### src/rtl/minimig_uart_pkg.sv
// Shared UART definitions: frame states, parity modes and width helper,
// common to the transmit and receive sides.
package minimig_uart_pkg;

  typedef enum logic [2:0] {
    StIdle,
    StStart,
    StData,
    StParity,
    StStop
  } uart_state_e;

  localparam int unsigned PAR_NONE = 0;
  localparam int unsigned PAR_ODD  = 1;
  localparam int unsigned PAR_EVEN = 2;

  // Bits needed to hold values 0..v-1; never less than one.
  function automatic int unsigned ceil_log2(input int unsigned v);
    int unsigned w;
    w = 1;
    while ((32'd1 << w) < v) w++;
    return w;
  endfunction

endpackage

### src/rtl/uart_baud_gen.sv
// Bit-period timer: counts clk7_en ticks 0..DIV-1 and flags the last tick of
// each bit; restart re-aligns the period to a new frame.
module uart_baud_gen
  import minimig_uart_pkg::*;
#(
  parameter int unsigned DIV = 61
) (
  input  logic clk,
  input  logic clk7_en,
  input  logic rst,
  input  logic restart,
  output logic bit_tick
);

  localparam int unsigned     CntW   = ceil_log2(DIV);
  localparam logic [CntW-1:0] CntMax = CntW'(DIV - 1);

  logic [CntW-1:0] cnt_q, cnt_d;

  always_comb begin
    cnt_d = cnt_q;
    if (clk7_en) begin
      if (restart || (cnt_q == CntMax)) cnt_d = '0;
      else                              cnt_d = cnt_q + CntW'(1);
    end
  end

  always_ff @(posedge clk or posedge rst) begin
    if (rst) cnt_q <= '0;
    else     cnt_q <= cnt_d;
  end

  assign bit_tick = clk7_en && !restart && (cnt_q == CntMax);

endmodule

### src/rtl/fifo_uart_tx.sv
// UART transmitter fed from a show-ahead FIFO: pops one byte per frame and
// serialises start, 8 data bits LSB first, optional parity and stop bits.
module fifo_uart_tx
  import minimig_uart_pkg::*;
#(
  parameter int unsigned DIV    = 61,
  parameter int unsigned PARITY = 0,
  parameter int unsigned STOP   = 1
) (
  input  logic       clk,
  input  logic       rst,
  input  logic       clk7_en,
  input  logic       tx_en,
  input  logic [7:0] fifo_data,
  input  logic       fifo_empty,
  output logic       fifo_rd_en,
  output logic       txd,
  output logic       tx_busy,
  output logic       tx_done
);

  localparam int unsigned         BitCntW  = ceil_log2(8);
  localparam int unsigned         StopCntW = ceil_log2(STOP + 1);
  localparam logic [BitCntW-1:0]  BitLast  = BitCntW'(7);
  localparam logic [StopCntW-1:0] StopLast = StopCntW'(STOP - 1);

  uart_state_e         state_q, state_d;
  logic [BitCntW-1:0]  bit_cnt_q, bit_cnt_d;
  logic [StopCntW-1:0] stop_cnt_q, stop_cnt_d;
  logic [7:0]          shift_q, shift_d;
  logic                par_q, par_d;
  logic                txd_q, txd_d;
  logic                busy_q, busy_d;
  logic                bit_tick;

  uart_baud_gen #(
    .DIV(DIV)
  ) u_baud (
    .clk     (clk),
    .clk7_en (clk7_en),
    .rst     (rst),
    .restart (fifo_rd_en),
    .bit_tick(bit_tick)
  );

  always_ff @(posedge clk or posedge rst) begin
    if (rst) begin
      state_q    <= StIdle;
      bit_cnt_q  <= '0;
      stop_cnt_q <= '0;
      shift_q    <= '0;
      par_q      <= 1'b0;
      txd_q      <= 1'b1;
      busy_q     <= 1'b0;
    end else begin
      state_q    <= state_d;
      bit_cnt_q  <= bit_cnt_d;
      stop_cnt_q <= stop_cnt_d;
      shift_q    <= shift_d;
      par_q      <= par_d;
      txd_q      <= txd_d;
      busy_q     <= busy_d;
    end
  end

  // txd is registered, so each transition loads the level of the bit being entered.
  always_comb begin
    state_d    = state_q;
    bit_cnt_d  = bit_cnt_q;
    stop_cnt_d = stop_cnt_q;
    shift_d    = shift_q;
    par_d      = par_q;
    txd_d      = txd_q;
    busy_d     = busy_q;
    if (clk7_en) begin
      unique case (state_q)
        StIdle: begin
          if (fifo_rd_en) begin
            state_d    = StStart;
            shift_d    = fifo_data;
            par_d      = (PARITY == PAR_ODD) ? ~^fifo_data : ^fifo_data;
            bit_cnt_d  = '0;
            stop_cnt_d = '0;
            txd_d      = 1'b0;
            busy_d     = 1'b1;
          end
        end
        StStart: begin
          if (bit_tick) begin
            state_d = StData;
            txd_d   = shift_q[0];
          end
        end
        StData: begin
          if (bit_tick) begin
            if (bit_cnt_q == BitLast) begin
              bit_cnt_d = '0;
              if (PARITY != PAR_NONE) begin
                state_d = StParity;
                txd_d   = par_q;
              end else begin
                state_d = StStop;
                txd_d   = 1'b1;
              end
            end else begin
              bit_cnt_d = bit_cnt_q + BitCntW'(1);
              shift_d   = shift_q >> 1;
              txd_d     = shift_q[1];
            end
          end
        end
        StParity: begin
          if (bit_tick) begin
            state_d = StStop;
            txd_d   = 1'b1;
          end
        end
        StStop: begin
          if (bit_tick) begin
            if (stop_cnt_q == StopLast) begin
              state_d    = StIdle;
              stop_cnt_d = '0;
              busy_d     = 1'b0;
            end else begin
              stop_cnt_d = stop_cnt_q + StopCntW'(1);
            end
          end
        end
        default: state_d = StIdle;
      endcase
    end
  end

  // rst gates the pop so an asserted reset can never drain the FIFO.
  always_comb begin
    fifo_rd_en = (state_q == StIdle) && tx_en && !fifo_empty && !rst;
    tx_done    = (state_q == StStop) && bit_tick && (stop_cnt_q == StopLast);
  end

  assign txd     = txd_q;
  assign tx_busy = busy_q;

endmodule
### config.mk
export PLATFORM = sky130hd
export DESIGN_NAME = fifo_uart_tx
export DESIGN_NICKNAME = d
export VERILOG_FILES = /design/src/rtl/minimig_uart_pkg.sv /design/src/rtl/uart_baud_gen.sv /design/src/rtl/fifo_uart_tx.sv
export SDC_FILE = /design/constraint.sdc
export NUM_CORES = 1
export LEC_CHECK = 0
export BUFFER_PORTS_ARGS = -buffer_cell sky130_fd_sc_hd__buf_2
export CORE_MARGIN = 3
export CORE_UTILIZATION = 35
export DETAILED_ROUTE_END_ITERATION = 10
export PLACE_DENSITY = 0.62
export SYNTH_ARGS = -nofsm -noshare
export SYNTH_HDL_FRONTEND = slang
export SYNTH_HIERARCHICAL = 1
export SYNTH_SLANG_ARGS = --single-unit
### constraint.sdc
create_clock -name clk -period 2.9 [get_ports clk]
set_input_delay 0.58 -clock clk [delete_from_list [all_inputs] [get_ports clk]]
set_output_delay 0.58 -clock clk [all_outputs]
set_load 0.05 [all_outputs]
Yosys cells after proc, flatten, opt, wreduce, memory -nomap -nowiden
Cells that the tools add are included.
{"block": "totals", "ff_bits": 23, "latch_bits": 0, "ram_bits": 0, "mem_bits_ro": 0, "input_bits": 13, "output_inout_bits": 4, "wordCells": 76, "n_memories": 0}
{"block": "classes", "add_sub_neg": 3, "multipliers": 0, "div": 0, "magnitude_cmp": 0, "eq_ne": 14, "shifts": 0, "muxes": 30, "bitwise_logic": 1, "reduce_logical": 21}
{"operator": "two-way mux 3 bit", "count": 10}
{"operator": "two-way mux 8 bit", "count": 3}
{"operator": "case mux 8 bit (2 select lines)", "count": 1}
{"operator": "case mux 3 bit (5 select lines)", "count": 1}
{"operator": "inequality test 2 bit, second input constant", "count": 7}
{"operator": "two-way mux 1 bit", "count": 10}
{"operator": "AND reduction 5 bit", "count": 2}
{"operator": "AND reduction 4 bit", "count": 2}
{"operator": "AND reduction 8 bit", "count": 1}
{"operator": "logical AND 1 bit", "count": 7}
{"operator": "adder 6 x 1 -> 6 bit, second input constant", "count": 1}
{"operator": "equality test 3 x 2 -> 1 bit, second input constant", "count": 2}
{"operator": "equality test 3 bit, second input constant", "count": 2}
{"operator": "equality test 6 bit, second input constant", "count": 1}
{"operator": "two-way mux 6 bit", "count": 1}
{"operator": "case mux 3 bit (2 select lines)", "count": 1}
{"operator": "AND reduction 6 bit", "count": 1}
{"operator": "case mux 1 bit (2 select lines)", "count": 2}
{"operator": "case mux 1 bit (4 select lines)", "count": 1}
{"operator": "nonzero test 2 bit", "count": 2}
{"operator": "nonzero test 4 bit", "count": 1}
{"operator": "adder 3 x 1 -> 3 bit, second input constant", "count": 1}
{"operator": "equality test 3 x 1 -> 1 bit, second input constant", "count": 1}
{"operator": "logical NOT 1 bit", "count": 3}
{"operator": "5 further kinds", "count": 5}

Depth between registers and ports, before layout
{"block": "logic_depth", "depth_word": 9, "ltp_mapped": 11, "ltp_nobuf": 9}

Hierarchy
Netlist, hierarchy kept.
{"module": "fifo_uart_tx", "n_inst": 1, "cells_per_inst": 89, "area_per_inst_um2": 878.3, "seq_area_each_um2": 401.6}
{"module": "uart_baud_gen", "n_inst": 1, "cells_per_inst": 37, "area_per_inst_um2": 356.6, "seq_area_each_um2": 150.1}

Worst setup path after synthesis
OpenSTA, ideal clock, no wires.
{"block": "synth_path", "kind": "reg-to-output", "from": "register state_q[0]", "to": "output port tx_done", "arrival_time_ps": 2316, "required_ps": 2320, "path_slack_ps": 4, "stages_incl_launch_ff": 8, "n_path_buf": 1, "cell_sequence": "dfrtp_1 -> clkbuf_1 -> nor2_1 -> nand3_1 -> nor2_1 -> nand2b_1 -> nor3_1 -> and3_1"}
{"block": "synth_between", "elab_chain_cells": 9, "elab_cells_between_ends": 10, "classes_between": "1 x eq/ne; 9 x reduce/logical"}
{"item": "start, declared", "line_no": "fifo_uart_tx.sv:27", "rtl": "uart_state_e state_q, state_d;"}
{"item": "start signal, assigned", "line_no": "fifo_uart_tx.sv:48", "rtl": "state_q <= StIdle;"}
{"item": "start signal, assigned", "line_no": "fifo_uart_tx.sv:56", "rtl": "state_q <= state_d;"}
{"item": "logical NOT 3 bit", "line_no": "fifo_uart_tx.sv:136", "rtl": "fifo_rd_en = (state_q == StIdle) && tx_en && !fifo_empty && !rst;"}
{"item": "logical AND 1 bit (3 in series)", "line_no": "fifo_uart_tx.sv:136"}
{"item": "via fifo_rd_en", "line_no": "fifo_uart_tx.sv:16", "rtl": "output logic fifo_rd_en,"}
{"item": "logical NOT 1 bit", "line_no": "uart_baud_gen.sv:33", "rtl": "assign bit_tick = clk7_en && !restart && (cnt_q == CntMax);"}
{"item": "logical AND 1 bit (2 in series)", "line_no": "uart_baud_gen.sv:33"}
{"item": "via bit_tick", "line_no": "fifo_uart_tx.sv:34", "rtl": "logic bit_tick;"}
{"item": "logical AND 1 bit (2 in series)", "line_no": "fifo_uart_tx.sv:137", "rtl": "tx_done = (state_q == StStop) && bit_tick && (stop_cnt_q == StopLast);"}
{"item": "end, declared", "line_no": "fifo_uart_tx.sv:19", "rtl": "output logic tx_done"}
The timed path passes the listed nets, and every way through them passes these cells.

Worst setup path after layout
{"block": "layout_path", "from": "register state_q[0]", "to": "output port tx_done"}
{"block": "layout_between", "elab_chain_cells": 9, "elab_cells_between_ends": 10, "classes_between": "1 x eq/ne; 9 x reduce/logical"}
{"item": "logical NOT 3 bit", "line_no": "fifo_uart_tx.sv:136"}
{"item": "logical AND 1 bit (3 in series)", "line_no": "fifo_uart_tx.sv:136"}
{"item": "logical NOT 1 bit", "line_no": "uart_baud_gen.sv:33"}
{"item": "logical AND 1 bit (2 in series)", "line_no": "uart_baud_gen.sv:33"}
{"item": "via bit_tick", "line_no": "fifo_uart_tx.sv:34"}
{"item": "logical AND 1 bit (2 in series)", "line_no": "fifo_uart_tx.sv:137"}
The timed path passes the listed nets, and every way through them passes these cells.

==> flow_summary.yaml <==
status:
  status: "finished, final reports clean"
timing:
  relSlewSlack: 0.546
  worst_pin_slew_ps: 679
  fin_skew_ps: 7.36
  max_freq_mhz: 357
  setup_viol_count_final: 0
  slew_viol_final: 0
  tns_ps: 0
  fin_crit_sh: 0.965
  rsz0062_at_grt: "no"
  period_needed_ps: 2800
  hold_viol_final: 0
yosys:
  synth_edf_count: 0
  yosys.area.top_type: "dfrtp_1"
  synth_nets: 143
  synth.lib_cells_used.distinct: 35
  synth_warnings: 6
  synth_most_common_cell: "dfrtp_1"
  synth-seq-cells: 22
  async_flop_share: 1.00
  synth_top_area_share: 0.426
  ys_top_cells_by_area: "dfrtp_1 43%, o21ai_0 7.7%, a2bb2oi_1 5.0%"
  postSynthAreaPerCell_um2: 9.80
  synth_top_flop_cell: "dfrtp_1"
  yosys-top-cells-count: "21 x dfrtp_1, 19 x o21ai_0, 11 x inv_1"
  synthesis.area_um2: 1230
  synth_cells: 126
  synth_seq_area_share: 0.447
worst_setup_path:
  r2r-start: "state_q[0]$_DFFE_PP0P_"
  required_ps: 2320
  worst-setup-path-type: "flop to primary output"
  critical-path-max-stage-delay_ps: 510
  path_cells: "nor2_1 -> nand3_1 -> nor2_1 -> nand2b_1 -> nor3_1 -> buf_4 -> and3_1 -> buf_2"
  crit_start: "state_q[0]$_DFFE_PP0P_"
  crit_top_cell: "nor2_1"
  r2r_slack_ps: 430
  crit_fanout: 10
  critPathSlowestCell: "dfrtp_2"
  critPathCaptureType: "primary output"
  crit_arrival_ps: 2220
  critPathLaunchType: "flop"
clock_tree:
  cts_tree: "yes"
  postCtsSetupBuffers: 0
  htree_levels: 1
  cts-root-buf: "clkbuf_4"
  clock_path_buffers: 2
  path_clk_slew_ps: 120
  clock-sinks: 22
  clk_latency_ps: 310
  numCtsBuffers: 3
grt:
  grt.total_usage: 0.142
  grt_pass1_wl_um: 4740
  overflow: 0
  antenna_found_initial: 0
  grt_max_degree: 17
  grt_pass1_vias: 997
drt:
  first_pass_iters: 4
  wl_per_cell_um: 14.4
  vias: 1014
  antenna_left: 0
  drtIter0Drc: 41
  drc: 0
  routed_wl_um: 2680
  viasPerCell: 5.45
layout:
  nets: 160
  diodes: 0
  fin_util: 0.437
  area_growth_pct: 13.4
  drive_gt1_frac: 0.254
power_and_ir_drop:
  p_per_area_nw_per_um2: 727
  p_leak_nw: 0.623
  peakVddDrop_uv: 345
floorplanning:
  core_um2: 3200
  start_util: 0.386
  die_x_um: 65.4
  num_io_pins: 17
  fp.dieH_um: 65.4
  dieArea_um2: 4280
  num_rows: 20
flow_run:
  maxCapViolCount: 0
placed_design:
  dpl.hpwl_um: 1930
  io_buffer_count: 16
  place_congestion: 0.827
hold_path:
  hp-class: "primary input to asynchronous set/reset pin"
## cell usage in the layout, fill, tap and decap left out, types with 2 or more instances in the layout
cell,n
a2bb2oi_1,7
nor3_1,2
o221ai_1,3
nor2_1,3
inv_1,11
or3_1,9
buf_4,3
o31ai_1,2
dfrtp_2,2
nand2b_1,3
nand2_1,7
dfrtp_1,19
nand3_1,6
clkbuf_4,3
o21ai_0,19
buf_2,16
ha_1,4
mux2_2,2
a21oi_1,3
## stage by stage
stage / std cells / hold WS [ps] / worst slack (ps) / power [mW] / area [um2]
2_1_floorplan: 126 / 371 / 3.82 / 0.760 / 1230
4_1_cts: 186 / 197 / 80.8 / 1.02 / 1400
5_1_grt: 186 / 209 / 12.5 / 1.10 / 1400
3_5_place_dp: 182 / 523 / 331 / 0.846 / 1360
3_3_place_gp: 182 / 523 / 433 / 0.830 / 1360
6_report: 186 / 202 / 102 / 1.02 / 1400
## area by class of cell
cell class,instances,area [um2]
fillers,337,1800
multi-input cells,86,611
flip-flops and latches,22,554
repair buffers,19,103
well taps,44,55.1
inverters,11,41.3
clock buffers,4,36.3
## kinds of logic after synthesis
group           share of synthesized area
xor+xnor                          0.00709
compound gates                      0.249
buf+inv                            0.0588
flops                               0.447
fa+ha+maj                          0.0405
mux                                0.0182
simple gates                        0.179
## layer usage
layer	routed length, um	vias up	track usage
met5	0	-	0
met4	30	0	0.0544
met3	134	4	0.0222
met2	1180	31	0.207
met1	1330	492	0.210
li1	-	487	-
## report_power, final
group          total (mW)  switching, mW  internal, mW
registers           0.538          0.107         0.431
logic               0.304          0.168         0.136
clock network       0.175         0.0986        0.0767
## critical path, delay by kind of cell (launching register included)
kind          cells  cell delay [ps]
simple gates      6             1040
buf+inv           2              370
flops             1              510
## worst paths after layout
kind / endpoint / cells after the start
setup / recovery: tx_done / 8
hold / removal: u_baud/cnt_q[2]$_DFFE_PP0P_ / 2
setup reg to reg: shift_q[3]$_DFFE_PP0P_ / 10
hold reg to reg: bit_cnt_q[2]$_DFFE_PP0P_ / 2
max in group asynchronous: state_q[0]$_DFFE_PP0P_ / 2
min in group clk: shift_q[7]$_DFFE_PP0P_ / 3
## sequential cells by signal, indices dropped and copies added (netlist names)
register	cells
txd	1
shift_q	8
u_baud/cnt_q	6
state_q	3
tx_busy	1
bit_cnt_q	3
## repair_timing
action	in CTS	in global routing
gates resized for setup	0	2
hold buffers	0	0
endpoints found under the setup margin	0	1
No activity file was read; power rests on OpenSTA's default activity.
